$ cat src/rtl/shadow_latch_pkg.sv
// Shared mode encoding for the shadow latch bank and its per-channel cells.
package shadow_latch_pkg;

    localparam int unsigned MODE_W = 2;

    typedef enum logic [MODE_W-1:0] {
        MODE_DIRECT = 2'd0,
        MODE_SHADOW = 2'd1,
        MODE_FREEZE = 2'd2,
        MODE_RSVD   = 2'd3
    } mode_e;

    // True when writes and commits are honoured; reserved decodes like FREEZE.
    function automatic logic mode_live(input mode_e m);
        return (m == MODE_DIRECT) || (m == MODE_SHADOW);
    endfunction

endpackage

$ cat src/rtl/shadow_latch_cell.sv
// One channel: shadow, active and pending registers with direct/shadow/freeze update rules.
module shadow_latch_cell
    import shadow_latch_pkg::*;
#(
    parameter int unsigned       WIDTH   = 8,
    parameter logic [WIDTH-1:0]  RST_VAL = '0
) (
    input  logic              clk,
    input  logic              rst_n,
    input  logic [MODE_W-1:0] mode,
    input  logic              wr_en,
    input  logic [WIDTH-1:0]  wr_data,
    input  logic              commit,
    input  logic              clear,
    output logic [WIDTH-1:0]  act,
    output logic              pending,
    output logic              upd_c
);

    mode_e            mode_q;
    logic [WIDTH-1:0] shadow;
    logic [WIDTH-1:0] act_d;
    logic [WIDTH-1:0] shadow_d;
    logic             pending_d;

    assign mode_q = mode_e'(mode);

    // Next-state for this channel; a same-cycle write always wins over stale shadow data.
    always_comb begin
        act_d     = act;
        shadow_d  = shadow;
        pending_d = pending;
        upd_c     = 1'b0;
        if (clear) begin
            act_d     = RST_VAL;
            shadow_d  = RST_VAL;
            pending_d = 1'b0;
        end else begin
            unique case (mode_q)
                MODE_DIRECT: begin
                    upd_c = commit && pending;
                    if (wr_en) begin
                        act_d = wr_data;
                    end else if (commit && pending) begin
                        act_d = shadow;
                    end
                    if (wr_en || commit) begin
                        pending_d = 1'b0;
                    end
                end
                MODE_SHADOW: begin
                    upd_c = commit && (pending || wr_en);
                    if (wr_en) begin
                        shadow_d = wr_data;
                    end
                    if (commit) begin
                        if (wr_en) begin
                            act_d = wr_data;
                        end else if (pending) begin
                            act_d = shadow;
                        end
                        pending_d = 1'b0;
                    end else if (wr_en) begin
                        pending_d = 1'b1;
                    end
                end
                default: begin
                end
            endcase
        end
    end

    always_ff @(posedge clk or negedge rst_n) begin
        if (!rst_n) begin
            act     <= RST_VAL;
            shadow  <= RST_VAL;
            pending <= 1'b0;
        end else begin
            act     <= act_d;
            shadow  <= shadow_d;
            pending <= pending_d;
        end
    end

endmodule

$ cat src/rtl/shadow_latch_bank.sv
// Bank of NCH shadowed channels with an atomic commit strobe, ack pulse and commit counter.
module shadow_latch_bank
    import shadow_latch_pkg::*;
#(
    parameter int unsigned       WIDTH   = 8,
    parameter int unsigned       NCH     = 4,
    parameter logic [WIDTH-1:0]  RST_VAL = '0,
    parameter int unsigned       CNT_W   = 8
) (
    input  logic                   clk,
    input  logic                   rst_n,
    input  logic [MODE_W-1:0]      mode,
    input  logic [NCH-1:0]         wr_en,
    input  logic [NCH*WIDTH-1:0]   wr_data,
    input  logic                   commit,
    input  logic                   clear,
    output logic [NCH*WIDTH-1:0]   act_out,
    output logic [NCH-1:0]         pending,
    output logic                   commit_ack,
    output logic [CNT_W-1:0]       commit_cnt
);

    logic [NCH-1:0] upd_c;
    logic           ack_c;

    for (genvar i = 0; i < NCH; i++) begin : g_ch
        shadow_latch_cell #(
            .WIDTH   (WIDTH),
            .RST_VAL (RST_VAL)
        ) u_cell (
            .clk     (clk),
            .rst_n   (rst_n),
            .mode    (mode),
            .wr_en   (wr_en[i]),
            .wr_data (wr_data[i*WIDTH +: WIDTH]),
            .commit  (commit),
            .clear   (clear),
            .act     (act_out[i*WIDTH +: WIDTH]),
            .pending (pending[i]),
            .upd_c   (upd_c[i])
        );
    end

    // Ack only when the commit actually moved data into at least one channel.
    assign ack_c = !clear && (|upd_c);

    always_ff @(posedge clk or negedge rst_n) begin
        if (!rst_n) begin
            commit_ack <= 1'b0;
            commit_cnt <= '0;
        end else begin
            commit_ack <= ack_c;
            if (ack_c) begin
                commit_cnt <= commit_cnt + CNT_W'(1);
            end
        end
    end

endmodule

$ cat config.mk
export PLATFORM = sky130hd
export DESIGN_NAME = shadow_latch_bank
export DESIGN_NICKNAME = d
export VERILOG_FILES = /design/src/rtl/shadow_latch_pkg.sv /design/src/rtl/shadow_latch_cell.sv /design/src/rtl/shadow_latch_bank.sv
export SDC_FILE = /design/constraint.sdc
export NUM_CORES = 1
export LEC_CHECK = 0
export ABC_AREA = 0
export CELL_PAD_IN_SITES_DETAIL_PLACEMENT = 1
export CELL_PAD_IN_SITES_GLOBAL_PLACEMENT = 1
export CORE_MARGIN = 8
export CORE_UTILIZATION = 40
export CTS_BUF_LIST = sky130_fd_sc_hd__clkbuf_8
export DETAILED_ROUTE_END_ITERATION = 6
export PLACE_DENSITY = 0.92
export SLEW_MARGIN = 20
export SYNTH_ARGS = -nofsm -noshare
export SYNTH_HDL_FRONTEND = slang
export SYNTH_SLANG_ARGS = --single-unit
$ cat constraint.sdc
create_clock -name clk -period 1.7 [get_ports clk]
set_clock_uncertainty 0.15 [all_clocks]
set_input_delay 0.17 -clock clk [delete_from_list [all_inputs] [get_ports clk]]
set_output_delay 0.17 -clock clk [all_outputs]
set_load 0.02 [all_outputs]
Yosys cells after proc, flatten, opt, wreduce, memory -nomap -nowiden:

Index checks and enable logic that the tools add are counted.
W data, S select, Z words.

* logic and storage cells: 139
* input port bits: 42
* bits in registers: 77

* equality and inequality tests: 18
* mux-type cells: 68
* reductions and logical operators: 38
* $add $sub $neg: 1

Operators by type and width (count)
* $mux W8: 36
* $pmux W8 S2: 4
* $ne A4 B3 Y1 const B: 8
* $mux W1: 20
* $ne A4 B4 Y1 const B: 4
* $pmux W1 S2: 8
* $reduce_and A4 Y1: 4
* $ne A3 B2 Y1 const B: 4
* $reduce_and A3 Y1: 4
* $reduce_bool A2 Y1: 5
* $logic_and A1 B1 Y1: 9
* $add A8 B1 Y8 const B: 1
* $logic_or A1 B1 Y1: 8
* $reduce_and A2 Y1: 4
* $reduce_or A4 Y1: 1
* $ne A3 B3 Y1 const B: 1
* $reduce_bool A3 Y1: 1
* $eq A2 B1 Y1 const B: 1
* $logic_not A2 Y1: 1
* $logic_not A1 Y1: 1

Depth between registers and ports, before layout:

Gate-level depths: netlist (run 1).

* word-level depth: 6
* depth in mapped cells: 5
* mapped depth without buffers: 4

Modules after synthesis:

From an unflattened synthesis (run 1), not the netlist that was laid out.

* cell total of the unflattened synthesis: 326
* area total of the unflattened synthesis: 3982.6 um2

Modules (own cells, without submodules)
* shadow_latch_cell: times used 4, area each 893.4 um2, cells an instance 74
* shadow_latch_bank: times used 1, area each 409.1 um2, cells an instance 30

Least setup slack after synthesis (run 1):

OpenSTA, ideal clock, no wires.

* kind: reg2reg
* from: reg g_ch[1].u_cell.pending
* to: reg commit_cnt[1]
* setup time: 0.125 ns
* path buffers: 0
* stages on the path, launching flop included: 4
* path slack: 0.129 ns
* data arrival time: 1.296 ns
* clock period less this slack: 1.571 ns
* cell sequence: dfrtp_1 > nor4_1 > a2111oi_4 > mux2_2

* cells in the longest elaborated chain, start to end: 6
* elaborated cells between the ends (all ways): 7

Ends and longest elaborated chain
* from (decl): line shadow_latch_cell.sv:16 `output logic pending,`
* from (signal assigned): line shadow_latch_cell.sv:81 `pending <= pending_d;`
* $logic_or A1 B1 Y1: line shadow_latch_cell.sv:52 `upd_c = commit && (pending || wr_en);`
* $logic_and A1 B1 Y1: line shadow_latch_cell.sv:52
* $pmux W1 S2 (*): line shadow_latch_cell.sv:39 `unique case (mode_q)`
* $mux W1 (*): line shadow_latch_cell.sv:34 `if (clear) begin`
* $reduce_or A4 Y1 (*): line shadow_latch_bank.sv:45 `assign ack_c = !clear && (|upd_c);`
* $logic_and A1 B1 Y1 (*): line shadow_latch_bank.sv:45
* named net ack_c: line shadow_latch_bank.sv:24 `logic ack_c;`
* to (signal assigned): line shadow_latch_bank.sv:54 `commit_cnt <= commit_cnt + CNT_W'(1);`
* to (decl): line shadow_latch_bank.sv:20 `output logic [CNT_W-1:0] commit_cnt`

The timed path passes the listed nets; every way through them passes the cells marked *.
A chain may end at the register's enable or synchronous reset.

Worst setup path in the final report (run 1):

* from: reg g_ch[1].u_cell.act[2]
* to: out act_out[10]

RTL lines
* from (decl): line shadow_latch_cell.sv:15 `output logic [WIDTH-1:0] act,`
* from (signal assigned): line shadow_latch_cell.sv:79 `act <= act_d;`
* to (decl): line shadow_latch_bank.sv:17 `output logic [NCH*WIDTH-1:0] act_out,`

No word-level cell between the ends.

==> results of run 1 <==
[synthesized netlist by cell type]
cell type  count
mux2_2        33
a21oi_1       36
buf_1          4
o41ai_2        1
ha_1           1
a22oi_1        4
nand4_1        4
clkbuf_1      13
nand2_1       42
and3_1         2
xor2_1         1
o21ai_0        4
xnor2_1        6
nor4_1         1
nor2b_1        1
dfrtp_1       77
nand3_1       32
buf_2          5
mux2i_1       32
o21bai_2       4
nand2b_1       1
a2111oi_4      1
nor2_1        37
buf_4          4
inv_1          1
[how the worst min path moves through the flow]
| stage | from | to | slack [ps] | cells after the start |
|---|---|---|---|---|
| 6_report | rst_n | g_ch[3].u_cell.act[7] | 90 | 2 |
| 5_1_grt | rst_n | g_ch[3].u_cell.act[7] | 90 | 2 |
| 4_1_cts | rst_n | g_ch[3].u_cell.act[7] | 80 | 2 |
| 3_5_place_dp | rst_n | g_ch[3].u_cell.act[7] | -80 | 1 |
| 3_3_place_gp | rst_n | g_ch[3].u_cell.act[7] | -80 | 1 |
| 2_1_floorplan | rst_n | commit_ack | -280 | 0 |
[per-layer routing]
metal / GRT usage (%) / share of wire [%] / vias to the layer above / routed length [um]
met2: 29.67 / 52 / 58 / 5358
li1: - / - / 1413 / -
met1: 20.03 / 43 / 1466 / 4419
met3: 4.409 / 4.2 / 9 / 434
met4: 5.689 / 1.2 / 0 / 127
met5: 0 / 0 / - / 0
[timing repair]
item,4_1_cts,5_1_grt
endpoints found under the setup margin,16,40
gates resized for setup,16,7
setup buffers,0,9
endpoints found under the hold margin,80,0
pin swaps,0,1
hold buffers,2,0
[area by class of cell]
type | instances | area, um2 | share of cell area (%)
clock buffers | 10 | 137.6 | 2.695
clock inverters | 5 | 83.83 | 1.642
inverters | 1 | 3.754 | 0.07351
multi-input cells | 243 | 1612 | 31.56
flip-flops and latches | 77 | 1927 | 37.74
well taps | 111 | 138.9 | 2.720
repair buffers | 122 | 1204 | 23.57
[cell families after synthesis]
family	after synthesis	synth area share [%]
simple gates	120	14.07
flops	77	52.83
mux	65	18.97
compound gates	50	8.748
buf+inv	27	3.362
xor+xnor	7	1.681
fa+ha+maj	1	0.3430
[flip-flops by register name, summed over array words and instances (netlist names)]
name	count
g_ch.u_cell.act	32
g_ch.u_cell.shadow	32
commit_cnt	8
g_ch.u_cell.pending	4
commit_ack	1
[through the flow]
step                instance area [um2]  utilization (%)
global placement                   4778            52.97
detailed placement                 4778            52.97
global route                       5106            56.60
floorplan                          3647                -
finish                             5106            56.60
CTS                                5007            55.51
[where the power goes]
| group | total, mW | switching [mW] | internal [mW] |
|---|---|---|---|
| clock | 1.56 | 0.696 | 0.865 |
| sequential | 2.06 | 0.103 | 1.96 |
| combinational | 0.945 | 0.484 | 0.461 |
| total | 4.57 | 1.28 | 3.28 |
==> metrics.md, run 1 <==
| Metric | Value |
|---|---|
| CP top delay family | `buffers and inverters` |
| TritonCTS clock tree | `done` |
| TritonCTS Buffers | `9` |
| Total GRT Usage | `around 17%` |
| Clk pin slew, worst setup/hold paths | `approximately 90 ps` |
| Crit path cell chain | `clkdlybuf4s50_1` |
| Max Root-Sink Buffers | `2` |
| I/O pins | `between 80 and 90` |
| Worst VDD drop | `~0.46 mV` |
| Reg2Reg Launch Point | `g_ch[2].u_cell.pending` |
| Initial Utilization | `between 40% and 50%` |
| Vias/cell | `slightly above 5` |
| Final worst-path setup slack | `between 40 and 50 ps` |
| Buf/Inv on CP | `1` |
| GR Overflow Total | `0` |
| Mapped Area | `approximately 3600 um2` |
| Routability Congestion | `0.7875` |
| Cell taking the most area after synthesis | `dfrtp_1` |
| Maximum number of pins on one net before global-route repair | `43` |
| Half-perimeter wire length of the detailed placement result | `roughly 7600 um` |
| Mapped Avg Cell Area | `about 11 um2` |
| Power per cell area | `about 890 nW/um2` |
| H-tree depth | `3` |
| MaxCap Viol Count | `0` |
| Iter 0 DRT Violations | `68` |
| Final slew viol count | `0` |
| Post-route ant nets | `0` |
| First-pass GRT wire length | `17310 um` |
| Nets | `a little under 500` |
| Drt total wl | `10340 um` |
| Most frequent cells in the layout | `77 x dfrtp_1, 63 x clkdlybuf4s50_1, 42 x nand2_1, 37 x nor2_1, 36 x a21oi_1` |
| Total negative slack | `0 ps` |
| Final worst-path cycle share | `a little over nine tenths` |
| Slowest cell on crit path | `clkdlybuf4s50_1` |
| Setup crit end kind | `output pin` |
| Worst EP arrival | `approximately 1300 ps` |
| Seq/Total Area, Yosys | `a little over half` |
| Number of port buffers | `86` |
| Library cells used by synthesis | `25` |
| Die height | `~110 um` |
| RSZ-0062 raised after global routing | `true` |
| Most common cell after layout, fill and taps aside | `dfrtp_1` |
| CTS Sinks | `between 70 and 80` |
| Clk_lat worst skew | `around 340 ps` |
| Root buffer cell | `clkbuf_8` |
| FF-to-FF path depth | `4` |
| Place WS | `-390.0 ps` |
| CP Class | `reg2out` |
| Final Hold Viols | `0` |
| Leakage | `2.448 nW` |
| Max Fanout on Critical Path | `2` |
| Worst hold margin | `around 86 ps` |
| Horiz. Die Dim | `approximately 110 um` |
| Tmin final | `between 1500 and 2000 ps` |
| Ant. Diodes | `0` |
| Vias in the first global route | `between 3000 and 4000` |
| #FFs+latches synth | `77` |
| WP data required | `1380 ps` |
| CP startpoint | `g_ch[1].u_cell.act[2]` |
| Power Total | `4.565 mW` |
| Fillers | `1000` |
| Post-Place Cells | `around 540` |
| Crit path capture | `act_out[10]` |
| Cells after Synth | `around 350` |
| Yosys warns | `0` |
| Hold Crit Class | `in2async` |
| Layout area overhead | `40.00%` |
| Status | `finished, final reports clean` |
| Die area | `approximately 12000 um2` |
| Core ar. | `9021 um2` |
| Pre-antenna DRT Iters | `4` |
| Layout cells sized above 1 | `between 20% and 30%` |
| Post-synth top area share | `between 50% and 60%` |
| Reg2Reg Setup Slack | `70 ps` |
| WP depth | `1` |
| Initial antenna violation count | `0` |
| Fin cells | `around 570` |
| Slowest Stage Delay on Critical Path | `roughly 630 ps` |
| Worst-Margin Slew | `between 400 and 500 ps` |
| Synth area leaders | `dfrtp_1 53%, mux2_2 10%, mux2i_1 8.8%, a21oi_1 4.9%, nand3_1 4.4%` |
| Worst slew margin | `between 70% and 80%` |
| Avg WL per Cell | `between 15 and 20 um` |
| Achievable frequency | `605.3 MHz` |
| DRC Markers | `0` |
| Routed via count | `slightly below 3000` |
| Post-synthesis net count | `roughly 400` |
| Crit start category | `flop` |
| Final Setup Violations | `0` |
| RR Endpoint | `commit_cnt[1]` |
| Number of placement rows | `35` |
No activity file was read; power rests on OpenSTA's default activity.
==> run 2: changes to the inputs <==
--- a/config.mk
+++ b/config.mk
@@ -11,6 +11,7 @@
 export CORE_MARGIN = 8
 export CORE_UTILIZATION = 40
 export CTS_BUF_LIST = sky130_fd_sc_hd__clkbuf_8
+export CTS_CLUSTER_DIAMETER = 80
 export DETAILED_ROUTE_END_ITERATION = 6
 export PLACE_DENSITY = 0.92
 export SLEW_MARGIN = 20
==> results of run 2 <==
Same layout as run 1: the final DEF is identical, and so are final timing and power.
==> run 3: changes to the inputs <==
==> constraint.sdc (replaced) <==
create_clock -name clk -period 1.7 [get_ports clk]
set_clock_uncertainty 0.15 [all_clocks]
set_input_delay 0.34 -clock clk [delete_from_list [all_inputs] [get_ports clk]]
set_output_delay 0.34 -clock clk [all_outputs]
set_load 0.02 [all_outputs]
==> run 3 against run 2 <==
Against the previous run:
- first-iteration DRC count is 34% higher
- register-to-register slack hardly changed
- fmax is 0.24% higher
- critical path depth stayed put
- global-route usage is 0.50 points higher
- wire length is 3.4% higher
- core utilization is 0.49 points lower
- largest cell class unchanged
- largest power group unchanged
==> metrics.md, run 3 (synthesis results as in run 1) <==
| Metric | Value |
|---|---|
| Place WS | `-536.8 ps (was -390.0 ps)` |
| Half-perimeter wire length of the detailed placement result | `7931 um (was 7621 um)` |
| Max Root-Sink Buffers | `2 (unchanged)` |
| Initial Utilization | `40.43% (unchanged)` |
| Number of port buffers | `86 (unchanged)` |
| WP data required | `1210 ps (was 1380 ps)` |
| Final Hold Viols | `0 (unchanged)` |
| Power Total | `4.465 mW (was 4.565 mW)` |
| Iter 0 DRT Violations | `91 (was 68)` |
| CP top delay family | `flip-flops (was buffers and inverters)` |
| Worst-Margin Slew | `402.3 ps (was 432.4 ps)` |
| Slowest cell on crit path | `dfrtp_2 (was clkdlybuf4s50_1)` |
| Final Cell Area | `5062 um2 (was 5106 um2)` |
| Initial antenna violation count | `3 (was 0)` |
| Clk pin slew, worst setup/hold paths | `80 ps (was 90 ps)` |
| Most frequent cells in the layout | `73 x dfrtp_1, 49 x dlygate4sd2_1, 42 x nand2_1, 37 x nor2_1, 36 x a21oi_1 (was 77 x dfrtp_1, 63 x clkdlybuf4s50_1, 42 x nand2_1, 37 x nor2_1, 36 x a21oi_1)` |
| Final worst-path setup slack | `52.01 ps (was 48.05 ps)` |
| Final core utilization | `56.12% (was 56.60%)` |
| Total negative slack | `0 ps (unchanged)` |
| MaxCap Viol Count | `0 (unchanged)` |
| Worst EP arrival | `1160 ps (was 1330 ps)` |
| Max Fanout on Critical Path | `4 (was 2)` |
| Clk_lat worst skew | `350 ps (was 340 ps)` |
| Worst VDD drop | `0.4300 mV (was 0.4592 mV)` |
| Routability Congestion | `0.7982 (was 0.7875)` |
| Setup crit end kind | `output pin (unchanged)` |
| Final worst-path cycle share | `96.94% (was 97.17%)` |
| Pre-antenna DRT Iters | `4 (unchanged)` |
| Post-route ant nets | `0 (unchanged)` |
| Crit path cell chain | `dlygate4sd2_1 (was clkdlybuf4s50_1)` |
| DRC Markers | `0 (unchanged)` |
| CTS Sinks | `77 (unchanged)` |
| Avg WL per Cell | `18.79 um (was 18.17 um)` |
| Layout cells sized above 1 | `21.05% (was 20.09%)` |
| Routed via count | `2975 (was 2946)` |
| Status | `finished, final reports clean (unchanged)` |
| Worst hold margin | `114.4 ps (was 86.40 ps)` |
| Post-Place Cells | `548 (was 543)` |
| Number of placement rows | `35 (unchanged)` |
| Vias/cell | `5.228 (was 5.178)` |
| H-tree depth | `3 (unchanged)` |
| GR Overflow Total | `0 (unchanged)` |
| Tmin final | `1648 ps (was 1652 ps)` |
| Top Registers | `g_ch.u_cell.act (32), g_ch.u_cell.shadow (32), commit_cnt (8) (unchanged)` |
| Slowest Stage Delay on Critical Path | `430 ps (was 630 ps)` |
| Fillers | `994 (was 1000)` |
| Total GRT Usage | `17.61% (was 17.11%)` |
| Drt total wl | `10690 um (was 10340 um)` |
| Maximum number of pins on one net before global-route repair | `40 (was 43)` |
| Layout area overhead | `38.80% (was 40.00%)` |
| Horiz. Die Dim | `111.5 um (unchanged)` |
| Crit start category | `flop (unchanged)` |
| Leakage | `2.468 nW (was 2.448 nW)` |
| I/O pins | `87 (unchanged)` |
| Placed Area | `4841 um2 (was 4778 um2)` |
| Buf/Inv on CP | `1 (unchanged)` |
| Die height | `111.5 um (unchanged)` |
| TritonCTS Buffers | `9 (unchanged)` |
| Achievable frequency | `606.8 MHz (was 605.3 MHz)` |
| Most common cell after layout, fill and taps aside | `dfrtp_1 (unchanged)` |
| Core ar. | `9021 um2 (unchanged)` |
| TritonCTS clock tree | `done (unchanged)` |
| Fin cells | `569 (unchanged)` |
| Die area | `12430 um2 (unchanged)` |
| First-pass GRT wire length | `17910 um (was 17310 um)` |
| Power per cell area | `882.1 nW/um2 (was 894.1 nW/um2)` |
| Final slew viol count | `0 (unchanged)` |
| Hold Crit Class | `in2reg (was in2async)` |
| Nets | `494 (was 497)` |
| Worst slew margin | `73.18% (was 71.17%)` |
| CP Class | `reg2out (unchanged)` |
| Root buffer cell | `clkbuf_8 (unchanged)` |
| Final Setup Violations | `0 (unchanged)` |
| Vias in the first global route | `3466 (was 3271)` |
==> run 3: changes by cell type in the layout (fill, tap and decap cells not counted), moves of 2 or more <==
cell	previous run	this run
clkdlybuf4s15_1	0	2
buf_4	28	24
diode_2	0	2
dlymetal6s2s_1	6	0
clkinv_4	0	2
buf_12	6	8
dfrtp_2	0	4
dlygate4sd2_1	15	49
clkdlybuf4s50_1	63	33
dfrtp_1	77	73
==> run 3: timing repair <==
action	in CTS	in global routing
setup endpoints to repair	84	10
buffers inserted	1	1
pin swaps	2	0
hold buffers	1	0
endpoints found under the hold margin	22	0
resized for setup	58	7
==> run 3: cell type report <==
class                           count  area, um2  area share (%)
Timing Repair Buffer              119       1146           22.64
Clock inverter                      6      71.32           1.409
Clock buffer                       10      137.6           2.719
Antenna cell                        2      5.005         0.09886
Multi-Input combinational cell    243       1628           32.16
Tap cell                          111      138.9           2.743
Sequential cell                    77       1932           38.16
Inverter                            1      3.754         0.07415
==> run 3: final timing paths <==
kind | from | slack (ps) | cells after the start | end
max | g_ch[0].u_cell.pending | 50 | 1 | pending[0]
min reg2reg | commit_cnt[7] | 340 | 1 | commit_cnt[7]
max in group asynchronous | rst_n | 540 | 3 | g_ch[2].u_cell.act[5]
min | clear | 110 | 2 | g_ch[1].u_cell.pending
max reg2reg | g_ch[2].u_cell.pending | 60 | 5 | commit_cnt[4]
min in group asynchronous | rst_n | 280 | 2 | commit_cnt[0]
==> run 3: metal layers <==
| metal | global-route usage, % | routed length (um) | part of all wire (%) | up-vias |
|---|---|---|---|---|
| li1 | - | - | - | 1407 |
| met1 | 20.81 | 4519 | 42 | 1493 |
| met2 | 30.50 | 5633 | 53 | 64 |
| met3 | 3.978 | 419 | 3.9 | 9 |
| met4 | 6.311 | 108 | 1.0 | 2 |
| met5 | 0 | 13 | 0.12 | - |
==> run 3: power breakdown <==
| part | leakage (nW) | switching, mW | internal (mW) | total, mW |
|---|---|---|---|---|
| logic | 1.33 | 0.509 | 0.445 | 0.954 |
| clock network | 0.0991 | 0.732 | 0.729 | 1.46 |
| registers | 1.04 | 0.0933 | 1.96 | 2.05 |
| total | 2.47 | 1.33 | 3.13 | 4.47 |
